File: src/rtl/ext_arbiter_pkg.sv
// Shared definitions for the decode-stage immediate extension arbiter:
// default widths and the extension mode encodings.
package ext_arbiter_pkg;

  localparam int EXT_W_IMM = 11;
  localparam int EXT_W_OUT = 16;

  typedef enum logic [2:0] {
    EXT_ZE5  = 3'b000,
    EXT_SE5  = 3'b001,
    EXT_ZE8  = 3'b010,
    EXT_SE8  = 3'b011,
    EXT_SE11 = 3'b100,
    EXT_ZE11 = 3'b101
  } ext_mode_e;

endpackage

File: src/rtl/ext_arbiter_core.sv
// Combinational immediate extension unit shared by both requesters.
// Codes 110/111 yield zero data with illegal_o raised.
module ext_core
  import ext_arbiter_pkg::*;
#(
  parameter int W_IMM = EXT_W_IMM,
  parameter int W_OUT = EXT_W_OUT
) (
  input  logic [2:0]       mode_i,
  input  logic [W_IMM-1:0] imm_i,
  output logic [W_OUT-1:0] data_o,
  output logic             illegal_o
);

  always_comb begin
    data_o    = '0;
    illegal_o = 1'b0;
    case (mode_i)
      EXT_ZE5:  data_o = {{(W_OUT-5){1'b0}}, imm_i[4:0]};
      EXT_SE5:  data_o = {{(W_OUT-5){imm_i[4]}}, imm_i[4:0]};
      EXT_ZE8:  data_o = {{(W_OUT-8){1'b0}}, imm_i[7:0]};
      EXT_SE8:  data_o = {{(W_OUT-8){imm_i[7]}}, imm_i[7:0]};
      EXT_SE11: data_o = {{(W_OUT-11){imm_i[10]}}, imm_i[10:0]};
      EXT_ZE11: data_o = {{(W_OUT-11){1'b0}}, imm_i[10:0]};
      default:  illegal_o = 1'b1;
    endcase
  end

endmodule

File: src/rtl/ext_arbiter.sv
// Round-robin arbiter sharing one ext_core between two decode requesters,
// with a one-entry valid/ready output register and a flush for redirects.
module ext_arbiter
  import ext_arbiter_pkg::*;
#(
  parameter int W_IMM = EXT_W_IMM,
  parameter int W_OUT = EXT_W_OUT
) (
  input  logic             clk,
  input  logic             rst,
  input  logic             req0,
  input  logic             req1,
  input  logic [2:0]       mode0,
  input  logic [2:0]       mode1,
  input  logic [W_IMM-1:0] imm0,
  input  logic [W_IMM-1:0] imm1,
  output logic             gnt0,
  output logic             gnt1,
  input  logic             flush,
  output logic             out_valid,
  input  logic             out_ready,
  output logic [W_OUT-1:0] out_data,
  output logic             out_src,
  output logic             err
);

  // Handshake: a result transfers on a rising edge where out_valid and
  // out_ready are both high; the slot may be refilled in that same cycle.
  logic             out_valid_q, out_valid_d;
  logic [W_OUT-1:0] out_data_q, out_data_d;
  logic             out_src_q, out_src_d;
  logic             err_q, err_d;
  logic             last_q, last_d;

  logic             slot_free;
  logic             grant_ok;
  logic             gnt0_c, gnt1_c;
  logic [2:0]       sel_mode;
  logic [W_IMM-1:0] sel_imm;
  logic [W_OUT-1:0] core_data;
  logic             core_illegal;

  assign slot_free = !out_valid_q || out_ready;
  // rst gates grants so nothing is issued while the block is held in reset.
  assign grant_ok  = rst && slot_free && !flush;
  assign gnt0_c    = grant_ok && req0 && (!req1 || last_q);
  assign gnt1_c    = grant_ok && req1 && (!req0 || !last_q);

  assign gnt0 = gnt0_c;
  assign gnt1 = gnt1_c;

  assign sel_mode = gnt1_c ? mode1 : mode0;
  assign sel_imm  = gnt1_c ? imm1  : imm0;

  ext_core #(
    .W_IMM (W_IMM),
    .W_OUT (W_OUT)
  ) u_core (
    .mode_i    (sel_mode),
    .imm_i     (sel_imm),
    .data_o    (core_data),
    .illegal_o (core_illegal)
  );

  always_comb begin
    out_valid_d = out_valid_q;
    out_data_d  = out_data_q;
    out_src_d   = out_src_q;
    err_d       = err_q;
    last_d      = last_q;
    if (flush) begin
      out_valid_d = 1'b0;
    end else if (gnt0_c || gnt1_c) begin
      out_valid_d = 1'b1;
      out_data_d  = core_data;
      out_src_d   = gnt1_c;
      err_d       = core_illegal;
      last_d      = gnt1_c;
    end else if (out_ready) begin
      out_valid_d = 1'b0;
    end
  end

  always_ff @(posedge clk or negedge rst) begin
    if (!rst) begin
      out_valid_q <= 1'b0;
      out_data_q  <= '0;
      out_src_q   <= 1'b0;
      err_q       <= 1'b0;
      last_q      <= 1'b1;
    end else begin
      out_valid_q <= out_valid_d;
      out_data_q  <= out_data_d;
      out_src_q   <= out_src_d;
      err_q       <= err_d;
      last_q      <= last_d;
    end
  end

  assign out_valid = out_valid_q;
  assign out_data  = out_data_q;
  assign out_src   = out_src_q;
  assign err       = err_q;

endmodule

File: config.mk
export PLATFORM = sky130hd
export DESIGN_NAME = ext_arbiter
export DESIGN_NICKNAME = d
export VERILOG_FILES = /design/src/rtl/ext_arbiter_pkg.sv /design/src/rtl/ext_arbiter_core.sv /design/src/rtl/ext_arbiter.sv
export SDC_FILE = /design/constraint.sdc
export NUM_CORES = 1
export LEC_CHECK = 0
export ABC_AREA = 1
export CORE_MARGIN = 5
export CORE_UTILIZATION = 40
export DETAILED_ROUTE_END_ITERATION = 10
export HOLD_SLACK_MARGIN = 0.08
export PLACE_DENSITY = 0.79
export SLEW_MARGIN = 5
export SYNTH_ARGS = -nofsm -noshare
export SYNTH_HDL_FRONTEND = slang
export SYNTH_HIERARCHICAL = 1
export SYNTH_SLANG_ARGS = --single-unit
File: constraint.sdc
create_clock -name clk -period 4.2 [get_ports clk]
set_input_delay 0.84 -clock clk [delete_from_list [all_inputs] [get_ports clk]]
set_output_delay 0.84 -clock clk [all_outputs]
set_load 0.01 [all_outputs]
==> run metrics, run 1 <==
status finished clean; Hold Crit Depth 2; hold crit path type reg -> reg; synth unique cells 19; startpoint types input port; R2R Path End out_data[11]; chip width 66.76 um; clock skew 0.005616 ns; number of slew-limit violations in the final report 0; Worst Path Required 3.36 ns; Synth Instances 190; FP Rows 20; top cell type's share of synthesized area 0.3689; Finish-stage setup viols 0; relative slew slack 0.7240; CTS tree done; largest family of logic cells by synthesized area simple AND/OR/NAND/NOR gates; post-layout instance area 1824 um^2; Die ar. 4457 um^2; Overflow after GRT 0; Diodes inserted 0; crit-path most repeated cell clkdlybuf4s50_1; pin count of the biggest net entering global routing 35; post-synthesis cell area 1289 um^2; Die H 66.76 um; #FFs+latches synth 20; Synth Area in Adders 0; CTS Hold Bufs 0; Worst Path Arrival 2.60 ns; crit path launch rst; worst stage delay on the critical path 0.68 ns; htree depth 1; Synth area leader dfrtp_1; CTS Buffer Depth 2; post-synthesis mux area share 0; Leak 0.9794 nW; routed wire length 2955 um; vias in the first global route 1,159; number of I/O pins 55; Sum Neg Setup Slack 0 ns; cts bufs inserted 3; CP Class in -> out; VDD IR max 0.1249 mV; CP cell instances clkdlybuf4s50_1, nand2_1, nor2_4, nand2_4, inv_4, clkdlybuf4s50_1; CTS clk-pin slew, worst paths 0.11 ns; GPL Wtd Cong 0.7531; sequential cell area fraction in the yosys report 0.3893; routed via count 1,258; RSZ-0062 raised after global routing false; endpoints failing hold 0; Port Buffers 54; Global Route Usage Sum 0.1448; Clock Latency Late Sink 0.30 ns; R2R Path Start last_q; HPWL after DPL 2318 um; max_cap viols 0; Final ANT Viol Nets 0; routed len/inst 10.44 um; Placement Cell Area 1798 um^2; drt initial violations 48; most common cell after layout, fill and taps aside nand2_1; clock sink count 20; Setup crit end kind output port; top post-synthesis cells by area dfrtp_1, nand2_1, nand3_1; Max Fclk 290.9 MHz; simple logic cell fraction of the synthesized area 0.4456; register-to-register setup slack 2.04 ns; CP Max Fanout 15; Syn. warnings 6; CTS Root Cell clkbuf_4; worst min-delay path startpoint out_data[9]; compound-gate portion of the synthesized area 0.03204; pwr dens 318.9 nW/um^2; initial antenna violation count 0; drt pass-1 iters 5; worst hold endpoint out_data[9]; Final nets 274; Post-CTS Setup Repair Bufs 0; slowest CP cell clkdlybuf4s50_1; Finished Core Util 0.5927; XOR/XNOR share of the synthesized area 0; Avg Inst Size Synth 6.783 um^2; r2r worst-path depth 12; actual slew at the worst max-slew pin 0.4131 ns; layout cells sized above 1 0.07950; Starting Density 0.4187; Core Area 3078 um^2; number of vias per cell 4.445; post-CTS sizing 0; commonest non-fill, non-tap cells in the layout nand2_1, clkdlybuf4s50_1, nand3_1; Synthesized Nets 224; post-route clock period utilization 0.8186; Residual DRC 0; first-pass GRT wire length 5050 um; fin crit period 3.438 ns; area grow syn2layout 41.55%
==> critical path, delay by kind of cell <==
| kind | cells | cell delay [ns] |
|---|---|---|
| buffers and inverters | 3 | 1.37 |
| AND/OR/NAND/NOR | 3 | 0.38 |
==> cell families after synthesis <==
logic type      after synthesis
flops                        20
simple gates                136
compound gates                5
buf+inv                      29
==> stage by stage <==
stage | std cells | hold WS, ns | total power [W] | setup WS (ns)
6_report | 283 | 0.5117 | 0.0005818 | 0.7621
5_1_grt | 283 | 0.5472 | 0.0006224 | 0.6349
4_1_cts | 283 | 0.5174 | 0.0005873 | 0.7237
2_1_floorplan | 190 | 0.4833 | 0.0003747 | 1.986
3_3_place_gp | 279 | 0.4887 | 0.0004922 | 0.7439
3_5_place_dp | 279 | 0.4900 | 0.0004960 | 0.7338
==> report_power, final <==
group          internal (W)  total (W)  leakage, nW  switching (W)
registers          0.000234   0.000256        0.260      0.0000220
logic              0.000127   0.000233        0.705       0.000105
clock network     0.0000370  0.0000934       0.0150      0.0000564
total              0.000398   0.000582        0.979       0.000184
==> worst max-delay path by stage <==
stage / endpoint / slack [ns] / cells past startpoint
floorplan: gnt1 / 1.99 / 6
CTS: gnt1 / 0.72 / 6
global route: gnt1 / 0.63 / 6
global placement: gnt1 / 0.74 / 6
detailed placement: gnt1 / 0.73 / 6
finish: gnt1 / 0.76 / 6
==> cell usage after synthesis <==
master and n:
nor2_4 1, o211ai_1 1, dfrtp_1 19, buf_4 6
inv_4 1, nand2_4 1, a21oi_4 1, nor2_1 9
nor2_2 2, a21boi_1 1, nand3_1 24, inv_1 14
inv_2 3, nand2_2 3, dfstp_2 1, o21ai_0 2
nand3_2 1, nand2_1 95, buf_6 5
==> registers in the layout, summed over array words and instances, names as in the netlist <==
signal / flops
err: 1
out_valid: 1
out_src: 1
out_data: 16
last_q: 1
==> area by class of cell <==
class	count	area, um^2
clock buffers	4	26.28
fillers	313	1254
inverters	18	70.07
multi-input cells	141	615.6
flip-flops and latches	20	501.7
well taps	44	55.05
repair buffers	56	555.5
==> routing by layer <==
layer	track usage	share of wire	up-vias
met4	0.07614	0.019	0
met5	0	0	-
met3	0.01686	0.074	4
met2	0.2438	0.46	42
li1	-	-	673
met1	0.1797	0.45	539
Note: power is estimated with default switching activity, not from simulation.
==> inputs of run 2 (changes only) <==
==> constraint.sdc (replaced) <==
create_clock -name clk -period 3.3 [get_ports clk]
set_input_delay 0.66 -clock clk [delete_from_list [all_inputs] [get_ports clk]]
set_output_delay 0.66 -clock clk [all_outputs]
set_load 0.01 [all_outputs]
==> run 2 against run 1 <==
Compared with the run above:
- critical endpoint unchanged
- combinational power increased by 28%
- largest cell class unchanged
- global-route usage decreased by 0.31 points
- largest power group unchanged
- non-clock buffer count is 1 higher
- critical path depth unchanged
- sequential power is 27% higher
- routed wire length grew 0.61%
- die area stayed put
==> run metrics, run 2 (synthesized netlist as in run 1, its figures left out) <==
post-route clock period utilization 0.8686; crit-path most repeated cell clkdlybuf4s50_1; Port Buffers 54; Seq. cell area 501.7 um^2; routed len/inst 10.47 um; post-CTS sizing 0; CTS Buffer Depth 2; Final ANT Viol Nets 0; area grow syn2layout 42.14%; delay-heaviest family, CP buffers and inverters; drt pass-1 iters 4; clock skew 0.007430 ns; status finished clean; clock share of power 0.159; slowest CP cell clkdlybuf4s50_1; Sw Pwr 0.0002335 W; Core Area 3078 um^2; Worst Path Required 2.64 ns; Die ar. 4457 um^2; pwr dens 404.4 nW/um^2; routed via count 1,229; Fillers 299; relative slew slack 0.7273; clock sink count 20; post-layout instance area 1832 um^2; number of slew-limit violations in the final report 0; R2R Path Start last_q; RSZ-0062 raised after global routing false; pin count of the biggest net entering global routing 35; CTS clk-pin slew, worst paths 0.11 ns; GPL Wtd Cong 0.7183; Worst Path Arrival 2.21 ns; vias in the first global route 1,152; CP Class in -> out; register-to-register setup slack 1.16 ns; R2R Path End out_data[14]; Finish-stage setup viols 0; CTS Hold Bufs 0; endpoints failing hold 0; CP Max Fanout 15; actual slew at the worst max-slew pin 0.4081 ns; most common cell after layout, fill and taps aside nand2_1; worst hold endpoint out_data[11]; Max Fclk 348.9 MHz; Residual DRC 0; Finished Core Util 0.5951; routed wire length 2973 um; drt initial violations 29; Hold Crit Depth 2; Multi-input gate area 615.6 um^2; commonest non-fill, non-tap cells in the layout nand2_1, clkdlybuf4s50_1, nand3_1; max_cap viols 0; Global Route Usage Sum 0.1417; number of I/O pins 55; cts bufs inserted 3; internal power 0.0005072 W; first-pass GRT wire length 4899 um; worst min-delay path startpoint out_data[11]; Clock Latency Late Sink 0.30 ns; combinational group share of total power 0.402; switching share of power 0.3153; FP Rows 20; initial antenna violation count 0; layout cells sized above 1 0.08333; hold crit path type reg -> reg; proportion of power drawn by flip-flops and latches 0.439; HPWL after DPL 2366 um; number of vias per cell 4.327; startpoint types input port; Final nets 275; CTS tree done; Setup crit end kind output port; Starting Density 0.4187; VDD IR max 0.1279 mV; r2r worst-path depth 12; CP cell instances clkdlybuf4s50_1, nand2_1, nor2_4, nand2_4, inv_4, clkdlybuf4s50_1; max FFs per register 16; Sum Neg Setup Slack 0 ns; Placement Cell Area 1805 um^2; htree depth 1; Leak 0.9842 nW; chip width 66.76 um; CTS Root Cell clkbuf_4; Overflow after GRT 0; Post-CTS Setup Repair Bufs 0; Diodes inserted 0; worst stage delay on the critical path 0.56 ns; fin crit period 2.866 ns; worst path bufs/invs 3; Die H 66.76 um
## run 2: changes by cell type in the layout (fill, tap and decap cells not counted), sizes merged
cell,before,now
buf,2,3
## run 2: how the worst max path moves through the flow
stage                   start            to  cells after the start
detailed placement        rst          gnt1                      6
CTS                       rst          gnt1                      6
finish                    rst          gnt1                      6
global placement          rst          gnt1                      6
floorplan           out_ready  out_data[12]                     13
global route              rst          gnt0                      6
## run 2: worst reg2reg max path: stages (launching register included)
cell     delay (ns)
dfstp_2        0.55
nand2_1        0.05
nand2_1        0.13
inv_2          0.06
nand2_4        0.08
buf_4          0.31
nand2_1        0.09
nand2_1        0.26
nor2_2         0.08
nand2_2        0.14
nand3_2        0.14
nand2_1        0.09
nand2_1        0.05
## run 2: power by group through the flow
| stage | logic, W | clock network [W] | registers (W) |
|---|---|---|---|
| 3_3_place_gp | 0.000298 | 0 | 0.000328 |
| 3_5_place_dp | 0.000302 | 0 | 0.000330 |
| 2_1_floorplan | 0.000125 | 0 | 0.000352 |
| 4_1_cts | 0.000303 | 0.000123 | 0.000325 |
| 6_report | 0.000298 | 0.000118 | 0.000325 |
| 5_1_grt | 0.000329 | 0.000134 | 0.000332 |
## run 2: cell type report
class,instances,share of cell area
Sequential cell,20,0.2739
Timing Repair Buffer,57,0.3074
Tap cell,44,0.03005
Clock buffer,4,0.01434
Multi-Input combinational cell,141,0.3361
Inverter,18,0.03825
## run 2: stage by stage
step	worst slack, ns	hold WS [ns]	instances	power, W
5_1_grt	0.3252	0.5440	284	0.0007950
2_1_floorplan	1.302	0.3644	190	0.0004769
3_3_place_gp	0.4399	0.4882	280	0.0006256
6_report	0.4337	0.5150	284	0.0007407
3_5_place_dp	0.4181	0.4888	280	0.0006321
4_1_cts	0.4049	0.5171	284	0.0007511
## run 2: routing by layer
layer,GRT usage,wire [um],up-vias
li1,-,-,677
met1,0.1778,1400,510
met2,0.2376,1333,38
met3,0.01349,211,4
met4,0.07614,28,0
met5,0,0,-
==> inputs of run 3 (changes only) <==
--- a/config.mk
+++ b/config.mk
@@ -8,6 +8,7 @@
 export ABC_AREA = 1
 export CORE_MARGIN = 5
 export CORE_UTILIZATION = 40
+export CTS_BUF_LIST = sky130_fd_sc_hd__clkbuf_2
 export DETAILED_ROUTE_END_ITERATION = 10
 export HOLD_SLACK_MARGIN = 0.08
 export PLACE_DENSITY = 0.79
==> run 3 against run 2 <==
Compared with the run above:
- clock-buffer cell count is the same
- via count grew 1.6%
- fmax is essentially flat
- critical path depth is the same
- final area shrank 0.34%
- combinational power is essentially flat
- sequential power is essentially flat
- hold slack gained 0.011 ns
- largest cell class unchanged
==> run metrics, run 3 (synthesized netlist as in run 1, its figures left out) <==
Global Route Usage Sum 0.1392; pwr dens 396.8 nW/um^2; met2 wire len 1344 um; most common cell after layout, fill and taps aside nand2_1; fin crit period 2.866 ns; post-CTS sizing 0; max FFs per register 16; slowest CP cell clkdlybuf4s50_1; CP Class in -> out; Max Fclk 348.9 MHz; FP Rows 20; Worst Path Arrival 2.21 ns; Multi-input gate area 615.6 um^2; Diodes inserted 0; post-route clock period utilization 0.8685; HPWL after DPL 2366 um; worst stage delay on the critical path 0.56 ns; area grow syn2layout 41.65%; Final ANT Viol Nets 0; first-pass GRT wire length 4871 um; Fillers 300; r2r worst-path depth 12; crit path launch rst; clock sink count 20; Port Buffers 54; CP cell instances clkdlybuf4s50_1, nand2_1, nor2_4, nand2_4, inv_4, clkdlybuf4s50_1; minimum hold slack 0.5261 ns; vias in the first global route 1,143; R2R Path End out_data[14]; chip width 66.76 um; htree depth 1; initial antenna violation count 0; Core Area 3078 um^2; drt initial violations 33; cts bufs inserted 3; layout cells sized above 1 0.08750; Overflow after GRT 0; Worst Path Required 2.64 ns; CTS tree done; endpoints failing hold 0; clock skew 0.01101 ns; max_cap viols 0; CTS Buffer Depth 2; GPL Wtd Cong 0.7183; CTS clk-pin slew, worst paths 0.17 ns; Residual DRC 0; hold crit path type reg -> reg; actual slew at the worst max-slew pin 0.4158 ns; Starting Density 0.4187; CTS Root Cell clkbuf_2; crit-path most repeated cell clkdlybuf4s50_1; startpoint types input port; Die ar. 4457 um^2; Final nets 275; CP Max Fanout 15; Sum Neg Setup Slack 0 ns; R2R Path Start last_q; DR top layer met4; routed wire length 2957 um; met3 WL 212 um; number of slew-limit violations in the final report 0; number of vias per cell 4.398; M1 wire length 1366 um; Leak 0.9859 nW; commonest non-fill, non-tap cells in the layout nand2_1, clkdlybuf4s50_1, nand3_1; number of I/O pins 55; register-to-register setup slack 1.16 ns; Post-CTS Setup Repair Bufs 0; routed len/inst 10.41 um; VDD IR max 0.1263 mV; RSZ-0062 raised after global routing false; routed via count 1,249; Finished Core Util 0.5931; Finish-stage setup viols 0; Setup crit end kind output port; pin count of the biggest net entering global routing 35; crit path capture gnt1; status finished clean; Seq. cell area 501.7 um^2; Clock Latency Late Sink 0.30 ns; CTS Hold Bufs 0; relative slew slack 0.7222; drt pass-1 iters 4; Die H 66.76 um
## run 3: cell types whose count changed in the layout (fill, tap and decap cells not counted)
cell	before	now
clkbuf_1	1	0
clkbuf_2	0	4
clkbuf_4	3	0
## run 3: report_power, final
part / internal (W) / total (W) / switching, W / leakage, nW
logic: 0.000163 / 0.000298 / 0.000135 / 0.709
clock network: 0.0000321 / 0.000102 / 0.0000695 / 0.0166
registers: 0.000297 / 0.000325 / 0.0000275 / 0.260
total: 0.000492 / 0.000724 / 0.000232 / 0.986
## run 3: how the worst min path moves through the flow
stage,from,endpoint,cells past startpoint,slack (ns)
3_3_place_gp,err,err,2,0.49
5_1_grt,out_data[7],out_data[7],2,0.56
3_5_place_dp,out_data[12],out_data[12],2,0.49
6_report,out_data[1],out_data[1],2,0.53
4_1_cts,out_data[12],out_data[12],2,0.53
2_1_floorplan,rst,err,0,0.36
## run 3: layout make-up
type                            instances  area share
Timing Repair Buffer                   57      0.3084
Clock buffer                            4     0.01097
Sequential cell                        20      0.2748
Inverter                               18     0.03838
Multi-Input combinational cell        141      0.3372
Tap cell                               44     0.03016
## run 3: layer usage
metal  global-route usage  vias up
met4              0.06091        0
met3              0.01349        2
li1                     -      679
met5                    0        -
met1               0.1757      525
met2               0.2389       43
## run 3: worst max-delay path: cells and delay by family
family        cells  cell delay [ns]
simple gates      3             0.33
buf+inv           3             1.22
## run 3: per-stage QoR
| stage | area, um^2 | instances | worst slack [ns] | power, W |
|---|---|---|---|---|
| after floorplan | 1289 | 190 | 1.302 | 0.0004769 |
| after global placement | 1805 | 280 | 0.4399 | 0.0006256 |
| after detailed placement | 1805 | 280 | 0.4181 | 0.0006321 |
| after CTS | 1826 | 284 | 0.4049 | 0.0007330 |
| after global routing | 1826 | 284 | 0.3252 | 0.0007753 |
| final | 1826 | 284 | 0.4338 | 0.0007243 |
